**config.mk**
```make
export PLATFORM = sky130hd
export DESIGN_NAME = hsi_m_rx_nch
export DESIGN_NICKNAME = d
export VERILOG_FILES = /design/src/rtl/hsi_m_rx_nch.sv
export SDC_FILE = /design/constraint.sdc
export NUM_CORES = 1
export LEC_CHECK = 0
export ABC_CLOCK_PERIOD_IN_PS = 3900
export CAP_MARGIN = 20
export CORE_MARGIN = 5
export CORE_UTILIZATION = 50
export DETAILED_ROUTE_END_ITERATION = 10
export GPL_TIMING_DRIVEN = 0
export PLACE_DENSITY_LB_ADDON = 0.1
export SLEW_MARGIN = 20
export SYNTH_ARGS = -nofsm -noshare
export SYNTH_HDL_FRONTEND = slang
export SYNTH_SLANG_ARGS = --single-unit
export TNS_END_PERCENT = 50
```
**constraint.sdc**
```tcl
create_clock -name clk_i -period 3.9 [get_ports clk_i]
set_input_delay 0.39 -clock clk_i [delete_from_list [all_inputs] [get_ports clk_i]]
set_output_delay 0.39 -clock clk_i [all_outputs]
set_load 0.005 [all_outputs]
```
**src/rtl/hsi_m_rx_nch.sv**
```systemverilog
// hsi_m_rx_nch: HSI master receive path with NCH redundant serial lines.
// Deserialises start/DW data/odd-parity/stop frames from the selected line.
// Optional automatic failover to the next line on error.
// Good words go into a first-word-fall-through FIFO toward the host.
// Optional feature: define HSI_RX_ERR_CNT_EN to add the saturating err_cnt_o counter.
module hsi_m_rx_nch #(
  parameter int NCH        = 2,
  parameter int DW         = 8,
  parameter int FIFO_DEPTH = 16,
  localparam int SW        = (NCH > 1) ? $clog2(NCH) : 1
) (
  input  logic           clk_i,
  input  logic           rst_i,
  input  logic           clk_en_i,
  input  logic           sdreq_en_i,
  input  logic [SW-1:0]  dat_src_i,
  input  logic           auto_sel_i,
  input  logic [NCH-1:0] dat_i,
  output logic [DW-1:0]  q_o,
  output logic           q_rdy_o,
  input  logic           q_ack_i,
  output logic [SW-1:0]  ch_active_o,
  output logic           par_err_o,
  output logic           frm_err_o,
  output logic           ovf_o
`ifdef HSI_RX_ERR_CNT_EN
  ,
  output logic [15:0]    err_cnt_o
`endif
);
  localparam int AW = $clog2(FIFO_DEPTH);
  localparam int CW = $clog2(DW + 1);

  typedef enum logic [1:0] {IDLE, DATA, PAR, STOP} state_e;

  state_e         state_q, state_d;
  logic [NCH-1:0] sync1_q, sync2_q;
  logic [CW-1:0]  bit_cnt_q, bit_cnt_d;
  logic [DW-1:0]  shreg_q, shreg_d;
  logic           par_bit_q, par_bit_d;
  logic           auto_q;
  logic [SW-1:0]  ch_q, ch_d;
  logic           par_err_q, par_err_d;
  logic           frm_err_q, frm_err_d;
  logic           ovf_q, ovf_d;
  logic [DW-1:0]  mem_q [FIFO_DEPTH];
  logic [AW-1:0]  wr_ptr_q, rd_ptr_q;
  logic [AW:0]    cnt_q, cnt_d;

  logic rx_bit, src_ok, stop_tick, bad_par, bad_stop, word_err;
  logic push, pop, full, do_wr;

  // Two-flop synchroniser; resets to the idle-high line level so no false start
  always_ff @(posedge clk_i) begin
    if (rst_i) begin
      sync1_q <= '1;
      sync2_q <= '1;
    end else begin
      sync1_q <= dat_i;
      sync2_q <= sync1_q;
    end
  end

  assign rx_bit = sync2_q[ch_q];
  assign src_ok = (int'(dat_src_i) < NCH);

  // Frame state register and datapath registers
  always_ff @(posedge clk_i) begin
    if (rst_i) begin
      state_q   <= IDLE;
      bit_cnt_q <= '0;
      shreg_q   <= '0;
      par_bit_q <= 1'b0;
    end else begin
      state_q   <= state_d;
      bit_cnt_q <= bit_cnt_d;
      shreg_q   <= shreg_d;
      par_bit_q <= par_bit_d;
    end
  end

  // Next-state: advance one frame bit per clk_en tick; disable aborts to IDLE
  always_comb begin
    state_d   = state_q;
    bit_cnt_d = bit_cnt_q;
    shreg_d   = shreg_q;
    par_bit_d = par_bit_q;
    stop_tick = 1'b0;
    if (!sdreq_en_i) begin
      state_d = IDLE;
    end else if (clk_en_i) begin
      case (state_q)
        IDLE: begin
          if (!rx_bit) begin
            state_d   = DATA;
            bit_cnt_d = '0;
          end
        end
        DATA: begin
          // LSB arrives first, so shift in from the top
          shreg_d   = (shreg_q >> 1) | (DW'(rx_bit) << (DW - 1));
          bit_cnt_d = bit_cnt_q + 1'b1;
          if (bit_cnt_q == CW'(DW - 1)) state_d = PAR;
        end
        PAR: begin
          par_bit_d = rx_bit;
          state_d   = STOP;
        end
        STOP: begin
          stop_tick = 1'b1;
          state_d   = IDLE;
        end
        default: state_d = IDLE;
      endcase
    end
  end

  // Word checks evaluated on the stop-bit tick
  assign bad_par  = stop_tick && !(^{shreg_q, par_bit_q});
  assign bad_stop = stop_tick && !rx_bit;
  assign word_err = bad_par || bad_stop;
  assign push     = stop_tick && !word_err;
  assign full     = (cnt_q == (AW + 1)'(FIFO_DEPTH));
  assign pop      = q_ack_i && q_rdy_o;
  // A pop in the same cycle frees the slot even when full
  assign do_wr    = push && (!full || pop);

  // Error and overflow pulse sources
  always_comb begin
    par_err_d = bad_par;
    frm_err_d = bad_stop;
    ovf_d     = push && full && !pop;
  end

  // One-cycle status pulses, visible the cycle after the stop tick
  always_ff @(posedge clk_i) begin
    if (rst_i) begin
      par_err_q <= 1'b0;
      frm_err_q <= 1'b0;
      ovf_q     <= 1'b0;
    end else begin
      par_err_q <= par_err_d;
      frm_err_q <= frm_err_d;
      ovf_q     <= ovf_d;
    end
  end

  // Line select: manual reload only in IDLE; failover uses the mode latched at word start
  always_comb begin
    ch_d = ch_q;
    if (state_q == IDLE) begin
      if (!auto_sel_i && src_ok) ch_d = dat_src_i;
    end else if (auto_q && word_err) begin
      ch_d = (ch_q == SW'(NCH - 1)) ? '0 : ch_q + 1'b1;
    end
  end

  // Line select register and the auto mode captured while idle
  always_ff @(posedge clk_i) begin
    if (rst_i) begin
      ch_q   <= '0;
      auto_q <= 1'b0;
    end else begin
      ch_q <= ch_d;
      if (state_q == IDLE) auto_q <= auto_sel_i;
    end
  end

  // FIFO occupancy next value
  always_comb begin
    cnt_d = cnt_q + (AW + 1)'(do_wr) - (AW + 1)'(pop);
  end

  // FIFO pointers and occupancy; pointers wrap naturally at the power-of-2 depth
  always_ff @(posedge clk_i) begin
    if (rst_i) begin
      wr_ptr_q <= '0;
      rd_ptr_q <= '0;
      cnt_q    <= '0;
    end else begin
      if (do_wr) wr_ptr_q <= wr_ptr_q + 1'b1;
      if (pop)   rd_ptr_q <= rd_ptr_q + 1'b1;
      cnt_q <= cnt_d;
    end
  end

  // FIFO storage, no reset needed since reads are masked while empty
  always_ff @(posedge clk_i) begin
    if (do_wr) mem_q[wr_ptr_q] <= shreg_q;
  end

`ifdef HSI_RX_ERR_CNT_EN
  logic [15:0] err_cnt_q, err_cnt_d;

  // One count per errored word (both errors count once) or dropped word, saturating
  always_comb begin
    err_cnt_d = err_cnt_q;
    if ((word_err || ovf_d) && (err_cnt_q != 16'hFFFF)) err_cnt_d = err_cnt_q + 16'd1;
  end

  // Error counter register
  always_ff @(posedge clk_i) begin
    if (rst_i) err_cnt_q <= '0;
    else       err_cnt_q <= err_cnt_d;
  end

  assign err_cnt_o = err_cnt_q;
`endif

  assign q_rdy_o     = (cnt_q != '0);
  // Head is forced to zero while empty so the output is defined from reset
  assign q_o         = q_rdy_o ? mem_q[rd_ptr_q] : '0;
  assign ch_active_o = ch_q;
  assign par_err_o   = par_err_q;
  assign frm_err_o   = frm_err_q;
  assign ovf_o       = ovf_q;

endmodule
```
==> impl_metrics.env <==
export IMPL_netlist_area_leader_share_pct=56.0
export IMPL_rsz0062_at_grt="false"
export IMPL_peakVddDrop_mv=0.440
export IMPL_die_area_mm2=0.0162
export IMPL_gp_congestion=0.757
export IMPL_cts_clk_slew_worst_paths_ps=60
export IMPL_hpwl_um=9030
export IMPL_layout_common_cells="128 x edfxtp_1, 33 x dfxtp_1, 32 x mux4_2"
export IMPL_ys_types=43
export IMPL_cp_endpoint="cnt_q[4]"
export IMPL_wl_um=13700
export IMPL_power_density_mw_per_mm2=563
export IMPL_synthCells=430
export IMPL_ant_nets=0
export IMPL_rr_worst_depth=15
export IMPL_wl_per_cell_um=20.8
export IMPL_finalHoldViolCount=0
export IMPL_clock_path_buffers=2
export IMPL_r2r_start="shreg_q[1]"
export IMPL_die_x_um=127
export IMPL_area_delta_synth_final_pct=14.8
export IMPL_ctsHoldBuffers=0
export IMPL_synth_nets=457
export IMPL_worstSetupPathType="reg -> reg"
export IMPL_via_per_inst=5.67
export IMPL_first_iter_violations=316
export IMPL_startpoint="shreg_q[1]"
export IMPL_internal_power_w=0.00334
export IMPL_io_pins=22
export IMPL_finalCriticalPeriod_ps=3610
export IMPL_setup_worst_path_start_class="flip-flop"
export IMPL_initial_core_util_pct=51.4
export IMPL_firstDrtPassIters=5
export IMPL_p_sw_w=0.00109
export IMPL_whs_ps=407
export IMPL_finClkSkew_ps=6.20
export IMPL_cp_data_arrival_time_ps=3900
export IMPL_htree_levels=4
export IMPL_synthArstFlopShare_pct=0
export IMPL_grtUsageTotal_pct=18.2
export IMPL_cts_root_buf="clkbuf_16"
export IMPL_core_mm2=0.0133
export IMPL_crit_fanout=19
export IMPL_synth_seq_cells=169
export IMPL_grt_max_degree=20
export IMPL_drc=0
export IMPL_cts_buffers=17
export IMPL_seqPwrFrac_pct=45.0
export IMPL_num_rows=42
export IMPL_cp_end_kind="flip-flop"
export IMPL_synth_area_mm2=0.00686
export IMPL_n_antenna_cell=0
export IMPL_tns_ps=0
export IMPL_synth_ff_type="edfxtp_1"
export IMPL_layout_drive_gt1_share_pct=17.2
export IMPL_drv_slew=0
export IMPL_synth_edf_count=128
export IMPL_grt_pass1_vias=3848
export IMPL_cap_violations=0
export IMPL_port_buffers=21
export IMPL_worstMarginPinSlew_ps=721
export IMPL_overflow=0
export IMPL_status="finished, final reports clean"
export IMPL_cts_sinks=169
export IMPL_avgSynthCellArea_um2=16.0
export IMPL_postCtsSetupRepairBufs=0
export IMPL_p_clk_share_pct=35.7
export IMPL_worstReg2RegEnd="cnt_q[4]"
export IMPL_p_leak_nw=2.69
export IMPL_yosysSeqAreaShare_pct=68.0
export IMPL_antenna_found_initial=0
export IMPL_timing_final_crit_share_pct=92.6
export IMPL_cp_required_ps=4190
export IMPL_final_common_cell="edfxtp_1"
export IMPL_finalNetCount=497
export IMPL_synth_warnings=0
export IMPL_p_sw_share_pct=24.6
export IMPL_finalSetupViolCount=0
export IMPL_fillerInstances=1059
export IMPL_tritoncts="built"
export IMPL_clk_latency_ps=420
export IMPL_vias=3738
export IMPL_regToRegSetupSlack_ps=290
export IMPL_die_h_um=127
export IMPL_fmax_mhz=277
export IMPL_slew_headroom_pct=51.7
export IMPL_synth_area_leader_cell="edfxtp_1"
export IMPL_hp_class="reg -> reg"
export IMPL_yosys_top_cells_area="edfxtp_1 56%, dfxtp_1 12%, mux4_2 10%"
export IMPL_combPwrFrac_pct=19.3
export IMPL_grt_pass1_wl_um=21800
metrics by stage:
stage	utilization, %	instance area, um2	setup slack [ps]	cells	power (W)
4_1_cts	58.9	7860	3.71	659	0.00446
3_5_place_dp	54.6	7290	15.9	627	0.00289
5_1_grt	59.0	7880	22.0	659	0.00465
3_3_place_gp	54.6	7290	122	627	0.00288
2_1_floorplan	-	6860	685	430	0.00256
6_report	59.0	7880	288	659	0.00444
worst max-delay path, stage by stage, from the launching register on:
cell      delay, ps
dfxtp_2         580
xnor2_1         190
xnor3_2         420
mux2i_1         240
nor2_1          280
clkbuf_2        240
inv_1            70
ha_1            270
inv_1            40
ha_1            200
fa_1            420
a21oi_1         160
nor2_1           50
nor2_1          110
xnor2_1         150
nor2_1           60
cell type report:
cell class	instances	area [um2]	share of cell area [%]
flip-flops and latches	169	4680	59.4
multi-input cells	228	2080	26.4
clock buffers	24	493	6.26
well taps	176	220	2.79
repair buffers	21	210	2.67
plain buffers	18	72.6	0.921
clock inverters	8	67.6	0.858
inverters	15	56.3	0.715
power groups by stage:
stage               logic (W)  registers [W]  clock network [W]
global route         0.000944        0.00200            0.00170
finish               0.000855        0.00200            0.00158
CTS                  0.000860        0.00199            0.00161
detailed placement   0.000857        0.00203                  0
global placement     0.000847        0.00203                  0
floorplan            0.000541        0.00202                  0
routing by layer:
| metal | track usage [%] | wire (um) | up-vias |
|---|---|---|---|
| met3 | 4.22 | 529 | 12 |
| li1 | - | - | 1731 |
| met1 | 24.2 | 6120 | 1907 |
| met2 | 29.5 | 6920 | 88 |
| met5 | 0 | 0 | - |
| met4 | 7.26 | 159 | 0 |
kinds of logic after synthesis:
kind of cell,count (synthesis),synth area share [%]
adder cells (fa/ha/maj),18,3.39
AO/OA/AOI/OAI,53,4.65
flip-flops,169,68.0
XOR/XNOR,13,2.15
AND/OR/NAND/NOR,101,7.71
buffers and inverters,33,1.88
multiplexers,43,12.3
repair_timing:
item,CTS,global route
gates resized for setup,1,9
setup endpoints to repair,1,1
cloned,0,0
worst min-delay path by stage:
stage | to | from | slack [ps] | depth (start not counted)
after floorplan | sync2_q[0] | sync1_q[0] | 390 | 1
after global placement | sync2_q[0] | sync1_q[0] | 390 | 1
after detailed placement | sync2_q[1] | sync1_q[1] | 390 | 1
after CTS | sync2_q[1] | sync1_q[1] | 410 | 1
after global routing | sync2_q[0] | sync1_q[0] | 420 | 1
final | sync2_q[1] | sync1_q[1] | 410 | 1
flip-flops by register name (all words and copies together) (netlist names), named ones only:
| register | count |
|---|---|
| par_bit_q | 1 |
| par_err_o | 1 |
| wr_ptr_q | 4 |
| frm_err_o | 1 |
| ovf_o | 1 |
| sync2_q | 2 |
| state_q | 2 |
| shreg_q | 8 |
| ch_active_o | 1 |
| bit_cnt_q | 4 |
| cnt_q | 5 |
| auto_q | 1 |
| rd_ptr_q | 4 |
| sync1_q | 2 |
| mem_q | 128 |
cell usage after synthesis, types with 3 or more instances:
| library cell | n |
|---|---|
| inv_1 | 15 |
| and3_1 | 13 |
| ha_1 | 17 |
| nor2_1 | 27 |
| nand3_1 | 8 |
| and4_1 | 3 |
| a21oi_1 | 25 |
| or2_2 | 4 |
| clkbuf_1 | 10 |
| o21ai_0 | 5 |
| and2_1 | 6 |
| edfxtp_1 | 128 |
| nor3_1 | 3 |
| mux4_2 | 32 |
| a31oi_1 | 3 |
| xor2_1 | 4 |
| a22oi_1 | 16 |
| xnor2_1 | 7 |
| dfxtp_1 | 41 |
| nand2_1 | 18 |
| nor2b_1 | 7 |
| mux2i_1 | 8 |
| buf_2 | 3 |
| buf_1 | 4 |
Power figures use the tool's default switching activity.
